File: src/rtl/instr_fetch.sv
// Instruction fetch/sequencing stage: runs the 8-phase machine cycle, drives the PC
// onto the ROM bus, assembles one/two-byte instructions and owns the PC and 3-level stack.
module instr_fetch (
   input  logic        clk,
   input  logic        reset,
   input  logic [3:0]  data_in,
   input  logic        pc_load,
   input  logic [11:0] pc_value,
   input  logic        stack_push,
   input  logic        stack_pop,
   output logic [3:0]  data_out,
   output logic        bus_drive,
   output logic        sync,
   output logic [2:0]  phase,
   output logic [3:0]  command,
   output logic [3:0]  immediate,
   output logic [7:0]  operand,
   output logic        two_byte,
   output logic        instr_valid,
   output logic [11:0] pc
);
   typedef enum logic [2:0] {A1, A2, A3, M1, M2, X1, X2, X3} phase_t;

   phase_t      phase_reg, phase_next;
   logic [11:0] pc_reg;
   logic [1:0]  sp_reg, sp_inc, sp_dec;
   logic [11:0] stack_reg [0:2];
   logic [3:0]  opr_reg, command_reg, immediate_reg;
   logic [7:0]  operand_reg;
   logic        two_byte_reg, instr_valid_reg, second_reg, exec_reg;
   logic        is_two, ctrl_en, do_pop, do_push, do_load;

   always_ff @(posedge clk) begin
      if (reset) begin
         phase_reg <= A1;
      end else begin
         phase_reg <= phase_next;
      end
   end

   always_comb begin
      phase_next = phase_t'(phase_reg + 3'd1);
      data_out   = 4'd0;
      bus_drive  = 1'b0;
      sync       = 1'b0;
      case (phase_reg)
         A1: begin
            data_out  = pc_reg[3:0];
            bus_drive = 1'b1;
            sync      = 1'b1;
         end
         A2: begin
            data_out  = pc_reg[7:4];
            bus_drive = 1'b1;
         end
         A3: begin
            data_out  = pc_reg[11:8];
            bus_drive = 1'b1;
         end
         default: ;
      endcase
   end

   // OPA is taken straight off the bus at the M2 edge so the decode is visible during X1.
   always_comb begin
      is_two = 1'b0;
      case (opr_reg)
         4'h1, 4'h4, 4'h5, 4'h7: is_two = 1'b1;
         4'h2:                   is_two = ~data_in[0];
         default:                is_two = 1'b0;
      endcase
   end

   always_ff @(posedge clk) begin
      if (reset) begin
         opr_reg         <= 4'd0;
         command_reg     <= 4'd0;
         immediate_reg   <= 4'd0;
         operand_reg     <= 8'd0;
         two_byte_reg    <= 1'b0;
         instr_valid_reg <= 1'b0;
         second_reg      <= 1'b0;
         exec_reg        <= 1'b0;
      end else begin
         instr_valid_reg <= 1'b0;
         if (phase_reg == M1) begin
            opr_reg <= data_in;
         end
         if (phase_reg == M2) begin
            if (second_reg) begin
               operand_reg     <= {opr_reg, data_in};
               second_reg      <= 1'b0;
               instr_valid_reg <= 1'b1;
               exec_reg        <= 1'b1;
            end else begin
               command_reg     <= opr_reg;
               immediate_reg   <= data_in;
               two_byte_reg    <= is_two;
               second_reg      <= is_two;
               instr_valid_reg <= ~is_two;
               exec_reg        <= ~is_two;
            end
         end
      end
   end

   // Execute-side requests count only in X3 of a cycle that completed an instruction.
   assign ctrl_en = (phase_reg == X3) && exec_reg;
   assign do_pop  = ctrl_en && stack_pop;
   assign do_push = ctrl_en && !stack_pop && stack_push;
   assign do_load = ctrl_en && !stack_pop && !stack_push && pc_load;

   assign sp_inc = (sp_reg == 2'd2) ? 2'd0 : sp_reg + 2'd1;
   assign sp_dec = (sp_reg == 2'd0) ? 2'd2 : sp_reg - 2'd1;

   always_ff @(posedge clk) begin
      if (reset) begin
         pc_reg <= 12'd0;
         sp_reg <= 2'd0;
         for (int i = 0; i < 3; i++) begin
            stack_reg[i] <= 12'd0;
         end
      end else begin
         if (phase_reg == M2) begin
            pc_reg <= pc_reg + 12'd1;
         end else if (do_pop) begin
            pc_reg <= stack_reg[sp_dec];
            sp_reg <= sp_dec;
         end else if (do_push) begin
            stack_reg[sp_reg] <= pc_reg;
            sp_reg            <= sp_inc;
            pc_reg            <= pc_value;
         end else if (do_load) begin
            pc_reg <= pc_value;
         end
      end
   end

   assign phase       = phase_reg;
   assign command     = command_reg;
   assign immediate   = immediate_reg;
   assign operand     = operand_reg;
   assign two_byte    = two_byte_reg;
   assign instr_valid = instr_valid_reg;
   assign pc          = pc_reg;
endmodule

File: config.mk
export PLATFORM = sky130hd
export DESIGN_NAME = instr_fetch
export DESIGN_NICKNAME = d
export VERILOG_FILES = /design/src/rtl/instr_fetch.sv
export SDC_FILE = /design/constraint.sdc
export NUM_CORES = 1
export LEC_CHECK = 0
export ABC_AREA = 1
export BUFFER_PORTS_ARGS = -buffer_cell sky130_fd_sc_hd__buf_2
export CAP_MARGIN = 20
export CORE_ASPECT_RATIO = 1.1
export CORE_MARGIN = 5
export CORE_UTILIZATION = 40
export CTS_CLUSTER_DIAMETER = 100
export DETAILED_ROUTE_END_ITERATION = 8
export GPL_TIMING_DRIVEN = 0
export PLACE_DENSITY_LB_ADDON = 0.2
export SYNTH_ARGS = -nofsm -noshare
export SYNTH_HDL_FRONTEND = slang
export SYNTH_SLANG_ARGS = --single-unit
File: constraint.sdc
create_clock -name clk -period 4.85 [get_ports clk]
set_input_delay 0.485 -clock clk [delete_from_list [all_inputs] [get_ports clk]]
set_output_delay 0.485 -clock clk [all_outputs]
set_load 0.1 [all_outputs]
==> flow_results.org <==
** Floorplan
- Overall die width :: 109.5 um
- From bottom edge to top edge, the die measures 119.5 um.
- The initial utilization of the core area, before any placement, comes to 40.32%.
- The die covers 0.01309 mm^2.
- The floorplan step defined a core boundary enclosing 0.01081 mm^2.
- Std cell rows :: 40
- Total I/O pin count :: 60

** CTS
- Maximum clock insertion buffer count :: 2
- Cts repair resizes :: 0
- Counting the buffers created by CTS gives 9.
- Post-CTS setup buffer count :: 0
- The tree is rooted in a sky130_fd_sc_hd__clkbuf_16.
- For the worst-skew pair, the clock arrives at the later sink with an insertion delay of 340 ps.
- The clock net in this run drives a total of 89 sinks.
- The H-tree generated during clock tree synthesis spans 3 levels.
- TritonCTS built the clock tree.
- Hold repair after CTS inserted 0 buffers.
- Clock-pin slew reported for the worst setup and hold paths after clock tree synthesis :: 60 ps

** Routing
- Pre-antenna DRT Iters :: 5
- Dividing the detail-routed via count by the number of cells gives 4.994.
- Drt first-iter violations :: 193
- Wire length per cell after detailed routing :: 15.74 um
- The final layout contains routed wiring with a total length of 12.12 mm.
- Across all layers, the routed design uses 3845 vias.
- After detailed routing, the number of remaining DRC violations is 0.
- Once detail routing completed, the nets flagged for antenna violations numbered 0.

** STA
- Final setup violation count :: 0
- At the pin with the least slew margin, the transition time is 649.4 ps.
- Timing would allow up to 391.1 MHz.
- For the final routed database, the setup TNS stands at 0 ps.
- On the final layout, the worst clock skew is 9.211 ps.
- Number of pins with negative max-slew slack in the final report :: 0
- Final period demand of the worst path :: 2557 ps
- Slew margin rel. :: 56.60%
- Share of the clock period used by the worst path after layout :: 52.72%
- Hold violation total from the final report :: 0
- Setup repair after global routing left no endpoint under its margin.

** Global routing
- Entering global routing, the biggest net connects 16 pins.
- Met1 Resource Use GR :: 25.09%
- The via count of the first global-routing pass was 3746.
- Most used routing layer :: met2
- For this run the aggregate overflow at the end of global routing stands at 0.
- Global routing met3 resource utilization :: 4.788%
- For this run, global-route usage on met2 was measured as 30.61%.
- In the global route stage, overall resource usage came out at 19.34%.
- The initial antenna violation count was 0.
- The first global-routing pass estimated 19.15 mm of wire.

** Setup path
- Data arrives at the worst endpoint at 2530 ps.
- Crit-path max FO :: 12
- The critical path is of the flip-flop to flip-flop type.
- Endpoint of the lowest-slack register-to-register path :: stack_reg[2][1]
- For this design, the slowest cell found on the critical path is sky130_fd_sc_hd__nand2_1.
- On the critical path the largest part of the delay comes from simple AND/OR/NAND/NOR gates.
- Worst path cell trace :: ha_1 -> ha_1 -> nand2_1 -> nor2_1 -> nand4_1 -> inv_1 -> nand2_1 -> buf_2 -> nand2_1
- STA classifies the critical path startpoint as a flip-flop.
- STA classifies the critical path endpoint as a flip-flop.
- Number of buffers and inverters on the critical path :: 2
- The largest single stage delay on the critical path is 510 ps.
- Crit Reg-Reg Startpoint :: phase[0]
- Setup slack of the worst register-to-register path :: 2290 ps
- Worst path most repeated cell :: sky130_fd_sc_hd__nand2_1
- Reg2Reg Depth :: 9
- The critical path starts at phase[0].
- Worst Path Required :: 4820 ps

** Finish
- Count of filler cells inserted in the layout :: 1107
- The register with the most flip-flops in the layout has 48 of them.
- Fraction of final layout cells with drive strength greater than 1 :: 17.01%
- The library cell used most frequently in the layout, excluding fill and tap cells, is sky130_fd_sc_hd__nand2_1.
- Net count, final :: 651
- Leading cell types in the layout, fill and taps excluded :: sky130_fd_sc_hd__nand2_1, sky130_fd_sc_hd__nor2_1, sky130_fd_sc_hd__buf_2
- Antenna diodes :: 0
- Compared with the post-synthesis result, the final layout area differs by 18.20%.
- Post-route core utilization :: 47.66%

** Synth
- Average footprint of a synthesized cell :: 7.955 um^2
- Fraction of the yosys area taken by sequential cells :: 51.89%
- Largest family of logic cells by synthesized area :: simple AND/OR/NAND/NOR gates
- #FFs+latches synth :: 89
- Of the post-synthesis cell area, the part taken by muxes is 0%.
- Post-synthesis compound-gate area fraction :: 9.386%
- Cell area after technology mapping :: 0.004359 mm^2
- Xor/xnor share of the synthesized area :: 0.2009%
- Sorting the synthesized cells by area gives the leading types as sky130_fd_sc_hd__edfxtp_1, sky130_fd_sc_hd__dfxtp_1, sky130_fd_sc_hd__nand2_1.
- Area share of the largest cell type after synthesis :: 33.07%
- Gate count after technology mapping :: 548
- Number of nets in the synthesized netlist :: 581
- Of the total synthesized cell area, the portion taken by full adders, half adders and majority gates is 3.444%.
- Summing the areas of all and, or, nand and nor instances in the mapped netlist gives 26.92% of the synthesized area.
- Yosys mapped the design onto 27 distinct sky130hd cell types.
- Library cell occupying the most area in the post-synthesis netlist :: sky130_fd_sc_hd__edfxtp_1
- The Yosys step of the flow raised 0 warnings.

** Worst hold path
- Worst Hold Depth :: 2
- Launch instance of the worst min-delay path :: reset
- The worst hold path belongs to the class primary input to flip-flop.
- End point of the worst hold path :: second_reg

** Power and ir drop
- Final total power :: 1.769 mW
- Dividing total power by cell area gives a power density of 343.4 mW/mm^2.
- Across the VDD grid, the largest voltage drop is 239.6 uV.
- Reported leakage power :: 2.203 nW

** Placement
- The wire-length estimate of the detail-placed layout is 8.922 mm.
- The congestion estimate from routability-driven global placement came to 0.8463.
- Count of buffers inserted at the top-level ports :: 58

** Run status
- The flow ran to the end, and the final reports show no timing, DRC or antenna violations.

** Job
- Max-capacitance violation count :: 0
## worst register-to-register path, stage by stage, from the launching register on
cell and delay (ps):
sky130_fd_sc_hd__dfxtp_1 400, sky130_fd_sc_hd__ha_1 200, sky130_fd_sc_hd__ha_1 230, sky130_fd_sc_hd__nand2_1 100, sky130_fd_sc_hd__nor2_1 100, sky130_fd_sc_hd__nand4_1 130, sky130_fd_sc_hd__inv_1 120, sky130_fd_sc_hd__nand2_1 140
sky130_fd_sc_hd__buf_2 240, sky130_fd_sc_hd__nand2_1 520
## cells by family (layout without fill, tap and decap cells)
logic type | Yosys count | after routing
compound gates | 79 | 79
buf+inv | 79 | 154
fa+ha+maj | 12 | 12
xor+xnor | 1 | 1
flops | 89 | 89
simple gates | 288 | 288
## cell usage after synthesis (all sizes together)
cell,count
nand2,132
nor2,99
inv,52
nand3,49
edfxtp,48
dfxtp,41
o21ai,37
a21oi,36
buf,22
ha,12
clkbuf,5
o21a,3
or2,3
nand3b,2
nand4,2
o211ai,2
a31oi,1
nor3,1
xor2,1
## routing by layer
metal	share of wire (%)	wire [um]
met1	44	5319
met2	47	5687
met3	5.9	714
met4	3.3	396
met5	0	0
## where the power goes
part	internal (mW)	leakage, nW	switching [mW]
logic	0.0426	1.23	0.174
clock network	0.429	0.156	0.290
registers	0.814	0.816	0.0188
total	1.29	2.20	0.483
## layout make-up
type                       count  area, um^2  share of cell area (%)
tap                          147       183.9                   3.570
clock inverter                 5       53.80                   1.044
inverter                      52       195.2                   3.788
sequential                    89        2262                   43.90
timing repair buffer          59       301.5                   5.852
multi-input combinational    380        1742                   33.80
buffer                        27       160.2                   3.108
clock buffer                  11       254.0                   4.930
## stage by stage
step                      instance area (um^2)  worst slack [ps]  hold slack (ps)  cells
after floorplan                           4359             965.7            456.5    548
after global placement                    4833              2313            450.5    753
after detailed placement                  4845              2265            450.7    754
after CTS                                 5152              2253            405.5    770
after global routing                      5152              2047            402.5    770
final                                     5152              2293            406.4    770
## worst max-delay path by stage
| stage | to | slack [ps] | cells past startpoint |
|---|---|---|---|
| global route | stack_reg[2][2] | 2050 | 9 |
| detailed placement | stack_reg[2][11] | 2270 | 9 |
| global placement | stack_reg[2][11] | 2310 | 9 |
| CTS | stack_reg[2][1] | 2250 | 9 |
| finish | stack_reg[2][1] | 2290 | 9 |
| floorplan | data_out[1] | 970 | 6 |
No activity file was read; power rests on OpenSTA's default activity.
